`config.mk`:
```
export PLATFORM = sky130hd
export DESIGN_NAME = instr_fetch
export DESIGN_NICKNAME = d
export VERILOG_FILES = /design/src/rtl/instr_fetch_pkg.sv /design/src/rtl/instr_fetch_npc_sel.sv /design/src/rtl/instr_fetch.sv
export SDC_FILE = /design/constraint.sdc
export NUM_CORES = 1
export LEC_CHECK = 0
export BUFFER_PORTS_ARGS = -buffer_cell sky130_fd_sc_hd__buf_2
export CAP_MARGIN = 20
export CORE_ASPECT_RATIO = 0.75
export CORE_MARGIN = 2
export CORE_UTILIZATION = 52
export CTS_CLUSTER_DIAMETER = 120
export DETAILED_ROUTE_END_ITERATION = 10
export PLACE_DENSITY = 0.82
export SLEW_MARGIN = 20
export SYNTH_ARGS = -nofsm -noshare
export SYNTH_HDL_FRONTEND = slang
export SYNTH_SLANG_ARGS = --single-unit
```
`constraint.sdc`:
```
create_clock -name clk -period 4 [get_ports clk]
set_input_delay 0.4 -clock clk [delete_from_list [all_inputs] [get_ports clk]]
set_output_delay 0.4 -clock clk [all_outputs]
set_load 0.03 [all_outputs]
```
`src/rtl/instr_fetch_pkg.sv`:
```
// Shared MIPS definitions: opcodes, fetch FSM encoding and fetch defaults.
// Imported by the fetch unit and the control decoder.
package instr_fetch_pkg;

    localparam logic [31:0] DEFAULT_RESET_PC = 32'h0000_0000;
    localparam int          DEFAULT_MAX_WAIT = 16;

    localparam logic [5:0] OP_RTYPE = 6'h00;
    localparam logic [5:0] OP_J     = 6'h02;
    localparam logic [5:0] OP_JAL   = 6'h03;
    localparam logic [5:0] OP_BEQ   = 6'h04;
    localparam logic [5:0] OP_BNE   = 6'h05;
    localparam logic [5:0] OP_ADDI  = 6'h08;
    localparam logic [5:0] OP_LW    = 6'h23;
    localparam logic [5:0] OP_SW    = 6'h2B;

    typedef enum logic [1:0] {
        RESET_WAIT = 2'd0,
        FETCH      = 2'd1,
        HOLD       = 2'd2,
        ERROR      = 2'd3
    } fetch_state_e;

    // Branch displacement in bytes: sign-extended word offset shifted left by two.
    function automatic logic [31:0] branch_offset(input logic [15:0] imm);
        return {{14{imm[15]}}, imm, 2'b00};
    endfunction

endpackage

```
`src/rtl/instr_fetch_npc_sel.sv`:
```
// Next-PC selection for the retiring instruction: jr, j, taken branch or fall-through.
// Purely combinational; the fetch FSM decides when the result is committed.
module npc_sel
    import instr_fetch_pkg::*;
(
    input  logic [31:0] pc_plus4_i,
    input  logic [25:0] instr_i,
    input  logic        branch_i,
    input  logic        branch_ne_i,
    input  logic        zero_i,
    input  logic        mux_branch_jump_i,
    input  logic        mux_j_type_addr_to_read_i,
    input  logic [31:0] rs_data_i,
    output logic [31:0] npc_o,
    output logic        misaligned_o
);

    logic branch_taken;

    assign branch_taken = branch_i && (zero_i ^ branch_ne_i);

    always_comb begin
        if (!mux_j_type_addr_to_read_i) begin
            npc_o = rs_data_i;
        end else if (!mux_branch_jump_i) begin
            npc_o = {pc_plus4_i[31:28], instr_i, 2'b00};
        end else if (branch_taken) begin
            npc_o = pc_plus4_i + branch_offset(instr_i[15:0]);
        end else begin
            npc_o = pc_plus4_i;
        end
    end

    // Only a register target can be misaligned; all other targets are built word-aligned.
    assign misaligned_o = !mux_j_type_addr_to_read_i && (rs_data_i[1:0] != 2'b00);

endmodule

```
`src/rtl/instr_fetch.sv`:
```
// Instruction fetch unit: issues word fetches, holds the instruction for decode
// until retired, then fetches from the selected next PC. Timeouts and bad jr targets are sticky.
module instr_fetch
    import instr_fetch_pkg::*;
#(
    parameter logic [31:0] RESET_PC = DEFAULT_RESET_PC,
    parameter int          MAX_WAIT = DEFAULT_MAX_WAIT
) (
    input  logic        clk,
    input  logic        rst,
    output logic        imem_req,
    output logic [31:0] imem_addr,
    input  logic        imem_ready,
    input  logic [31:0] imem_rdata,
    output logic [31:0] instr,
    output logic [5:0]  opcode,
    output logic        instr_valid,
    input  logic        exec_ack,
    output logic [31:0] pc,
    output logic [31:0] pc_plus4,
    input  logic        branch,
    input  logic        branch_ne,
    input  logic        zero,
    input  logic        mux_branch_jump,
    input  logic        mux_j_type_addr_to_read,
    input  logic [31:0] rs_data,
    output logic        fetch_err
);

    localparam int CW = $clog2(MAX_WAIT + 1);

    fetch_state_e  state_q, state_d;
    logic [31:0]   pc_q, pc_d;
    logic [31:0]   instr_q, instr_d;
    logic [CW-1:0] wait_q, wait_d;
    logic          err_q, err_d;

    logic [31:0]   npc;
    logic          npc_misaligned;

    assign pc        = pc_q;
    assign pc_plus4  = pc_q + 32'd4;
    assign imem_addr = {pc_q[31:2], 2'b00};
    assign instr     = instr_q;
    assign opcode    = instr_q[31:26];
    assign fetch_err = err_q;

    npc_sel u_npc_sel (
        .pc_plus4_i                (pc_plus4),
        .instr_i                   (instr_q[25:0]),
        .branch_i                  (branch),
        .branch_ne_i               (branch_ne),
        .zero_i                    (zero),
        .mux_branch_jump_i         (mux_branch_jump),
        .mux_j_type_addr_to_read_i (mux_j_type_addr_to_read),
        .rs_data_i                 (rs_data),
        .npc_o                     (npc),
        .misaligned_o              (npc_misaligned)
    );

    // NOTE: every signal written here gets a default first, so no path can infer a latch.
    always_comb begin
        state_d     = state_q;
        pc_d        = pc_q;
        instr_d     = instr_q;
        wait_d      = wait_q;
        err_d       = err_q;
        imem_req    = 1'b0;
        instr_valid = 1'b0;

        case (state_q)
            RESET_WAIT: begin
                wait_d  = '0;
                state_d = FETCH;
            end
            FETCH: begin
                imem_req = 1'b1;
                // Data arriving on the last tolerated cycle still wins over the timeout.
                if (imem_ready) begin
                    instr_d = imem_rdata;
                    wait_d  = '0;
                    state_d = HOLD;
                end else if (wait_q == CW'(MAX_WAIT - 1)) begin
                    err_d   = 1'b1;
                    state_d = ERROR;
                end else begin
                    wait_d = wait_q + 1'b1;
                end
            end
            HOLD: begin
                instr_valid = 1'b1;
                if (exec_ack) begin
                    if (npc_misaligned) begin
                        err_d   = 1'b1;
                        state_d = ERROR;
                    end else begin
                        pc_d    = npc;
                        state_d = FETCH;
                    end
                end
            end
            ERROR: begin
                state_d = ERROR;
            end
            default: begin
                state_d = ERROR;
            end
        endcase
    end

    // NOTE: state registers use non-blocking assignments so all of them update together at the edge.
    always_ff @(posedge clk or posedge rst) begin
        if (rst) begin
            state_q <= RESET_WAIT;
            pc_q    <= RESET_PC;
            instr_q <= '0;
            wait_q  <= '0;
            err_q   <= 1'b0;
        end else begin
            state_q <= state_d;
            pc_q    <= pc_d;
            instr_q <= instr_d;
            wait_q  <= wait_d;
            err_q   <= err_d;
        end
    end

endmodule

```
==> summary.md <==
| Metric | Value |
|---|---|
| Setup crit end kind | register |
| Area of the multi-input gates | 0.00387 mm² |
| Max IR drop VDD | 0.589 mV |
| Mapped Cells | 702 |
| Hold WC Path Type | primary input to asynchronous set/reset pin |
| Die W | 129 µm |
| Final-report hold violation count | 0 |
| Via/cell ratio | 5.92 |
| Top cells by area, synth | dfrtp_1 (29%), ha_1 (7.8%), mux2_2 (5.9%), a21oi_1 (5.2%), buf_4 (4.9%) |
| Global-route wire length before repair | 30200 µm |
| Clk_lat worst skew | 0.34 ns |
| Mapped cell area | 0.00611 mm² |
| # diodes | 0 |
| Die height | 97.9 µm |
| Initial core utilization | 53.0% |
| # DRC | 0 |
| Number of synthesized flops with an enable pin | 0 |
| # fillers | 1015 |
| Status | finished clean |
| Worst Reg-to-Reg Cells | 16 |
| WL per Instance | 18.5 µm |
| Critical path arrival | 4.02 ns |
| Pwr dens | 1010 mW/mm² |
| FF-to-FF setup slack | 0.20 ns |
| Boundary pin count | 210 |
| Total power | 7.53 mW |
| Placed cell areas | 0.00711 mm² |
| Max Freq | 263 MHz |
| Clk slew on worst S/H paths | 0.06 ns |
| Min cycle time layout | 3.80 ns |
| Worst r2r dst | pc[30] |
| CP Data Required Time | 4.22 ns |
| Fin area | 0.00745 mm² |
| Leak | 3.67 nW |
| Tcrit/Tclk final | 94.9% |
| Synthesized area per cell | 8.70 µm² |
| Final instance count without filler cells | 1037 |
| Row cnt | 34 |
| Vias in the first global route | 5736 |
| Dpl cells | 1020 |
| Setup CP Type | register to register |
| Cell taking the most area after synthesis | dfrtp_1 |
| TritonCTS Buffers | 9 |
| DRT antenna net count | 0 |
| Max_cap viols | 0 |
| Post-layout worst setup margin | 0.202 ns |
| Synth top cells by count | dfrtp_1 (72), nand2_1 (72), a21oi_1 (64) |
| FF+latch count, synth | 72 |
| Library cells used by synthesis | 68 |
| Layout cells sized above 1 | 37.4% |
| Bufs on Longest Clock Path | 2 |
| # clock sinks | 72 |
| Largest net degree at the start of global routing | 47 |
| Post-synth ARST share | 100% |
| H-tree Lvls | 3 |
| Final Skew | 0.00528 ns |
| CTS tree | built |
| DPL Wire Length | 14200 µm |
| Crit path launch type | register |
| Unrepaired setup endpoints after global routing | true |
| Initial DRC count | 542 |
| Seq/Total Area, Yosys | 29.5% |
| Area Overhead vs Synth | 22.0% |
| Register cell area after layout | 0.00181 mm² |
| Number of port buffers | 207 |
| Worst-Margin Slew | 0.937 ns |
| Nets | 982 |
| Origin of the worst setup path | pc[7] |
| Top cell type's share of synthesized area | 29.5% |
| Via count | 6140 |
| Predominant post-synthesis flop cell | dfrtp_1 |
| Endpoints failing setup | 0 |
| Die area | 0.0126 mm² |
| Crit-path max FO | 5 |
| Slew Limit Fails | 0 |
| Tot GR Track Use | 30.2% |
| Pre-CTS setup slack | 0.0625 ns |
| Reg-to-reg startpoint | pc[7] |
| Max_slew headroom | 37.5% |
| Area of the core | 0.0115 mm² |
| Initial antenna violation count | 0 |
| Hold Buf Count CTS | 0 |
| Global route total overflow | 0 |
| Gpl congestion | 0.938 |
| Drt pass-1 iters | 5 |
| Clk root buf | clkbuf_16 |
| Warnings from Yosys | 0 |
| Final wirelength | 19100 µm |
## worst max-delay path: stages (launching register included)
cell	delay, ns
dfrtp_1	0.41
and4_4	0.28
nand4_4	0.17
nor2_2	0.23
buf_4	0.16
nand4_1	0.14
xnor2_2	0.25
ha_1	0.30
a21oi_1	0.12
o21ai_0	0.17
a21bo_2	0.24
a31oi_1	0.20
o221ai_1	0.23
a31o_2	0.30
a21oi_1	0.18
mux2i_1	0.21
a21oi_1	0.09
## how the worst max path moves through the flow
stage / end / slack, ns / depth (start not counted)
2_1_floorplan: pc[31] / -0.02 / 17
3_3_place_gp: pc[31] / 0.24 / 16
3_5_place_dp: pc[31] / 0.06 / 16
4_1_cts: pc[31] / 0.06 / 16
5_1_grt: pc[30] / -0.02 / 16
6_report: pc[30] / 0.20 / 16
## registers in the layout (all words and copies together) (netlist names)
name and flops:
pc 32, instr 32, wait_q 5, state_q 2, fetch_err 1
## power by group
part / internal, mW / leakage (nW) / switching [mW]
Sequential: 1.05 / 0.877 / 0.495
Clock: 0.486 / 0.139 / 0.340
Combinational: 1.84 / 2.65 / 3.32
Total: 3.38 / 3.67 / 4.15
## cells in the final DEF (no fill, tap or decap), types with 5 or more instances in the layout
master | netlist | final
dfrtp_1 | 72 | 69
xnor2_2 | 0 | 7
nor2_1 | 40 | 36
nor3_1 | 7 | 7
o211ai_1 | 25 | 25
a211oi_1 | 6 | 6
o31ai_1 | 5 | 5
xnor2_1 | 31 | 22
a21oi_1 | 64 | 64
nand3_1 | 19 | 19
nand4_1 | 13 | 13
a31oi_1 | 12 | 12
a21o_1 | 12 | 12
xor2_1 | 18 | 16
mux2_2 | 32 | 32
inv_1 | 18 | 17
and3_1 | 14 | 12
nand2b_1 | 7 | 7
clkbuf_16 | 0 | 9
ha_1 | 38 | 37
nand2_1 | 72 | 70
buf_2 | 1 | 207
buf_4 | 40 | 23
o21bai_1 | 8 | 8
mux2i_1 | 5 | 5
o21ai_0 | 38 | 38
## final cells by class
class / instances / share of cell area, %
clock inverters: 6 / 0.906
well taps: 162 / 2.72
inverters: 18 / 0.906
flip-flops and latches: 72 / 24.2
clock buffers: 10 / 3.07
multi-input cells: 539 / 52.0
repair buffers: 230 / 16.2
## stage by stage
stage	utilization [%]	hold slack (ns)	setup TNS [ns]
2_1_floorplan	-	0.450	-0.0209
3_3_place_gp	61.6	0.439	0
3_5_place_dp	61.6	0.452	0
4_1_cts	64.2	0.153	0
5_1_grt	64.7	0.176	-0.0168
6_report	64.7	0.135	0
## routing by layer
metal,wire length (µm),share of wire (%),track usage (%),vias up
li1,-,-,-,2849
met2,8450,44,46.4,331
met5,0,0,0,-
met4,403,2.1,8.44,0
met3,1810,9.4,7.01,35
met1,8480,44,42.6,2925
## cell families (layout without fill, tap and decap cells)
logic type	count (synthesis)	count (layout)	share of synthesized area [%]
and+or+nand+nor	206	206	17.3
AOI/OAI and AO/OA	205	205	21.6
buffers and inverters	92	264	9.46
DFF	72	72	29.5
xor gates and xnor gates	50	50	7.29
adders and majority gates	39	39	8.11
muxes	37	37	6.72
other	1	2	0.0614
## timing repair
action	CTS	global route
setup endpoints to repair	0	7
resized for setup	0	13
buffers inserted	0	1
endpoints found under the hold margin	0	0
Power figures use the tool's default switching activity.
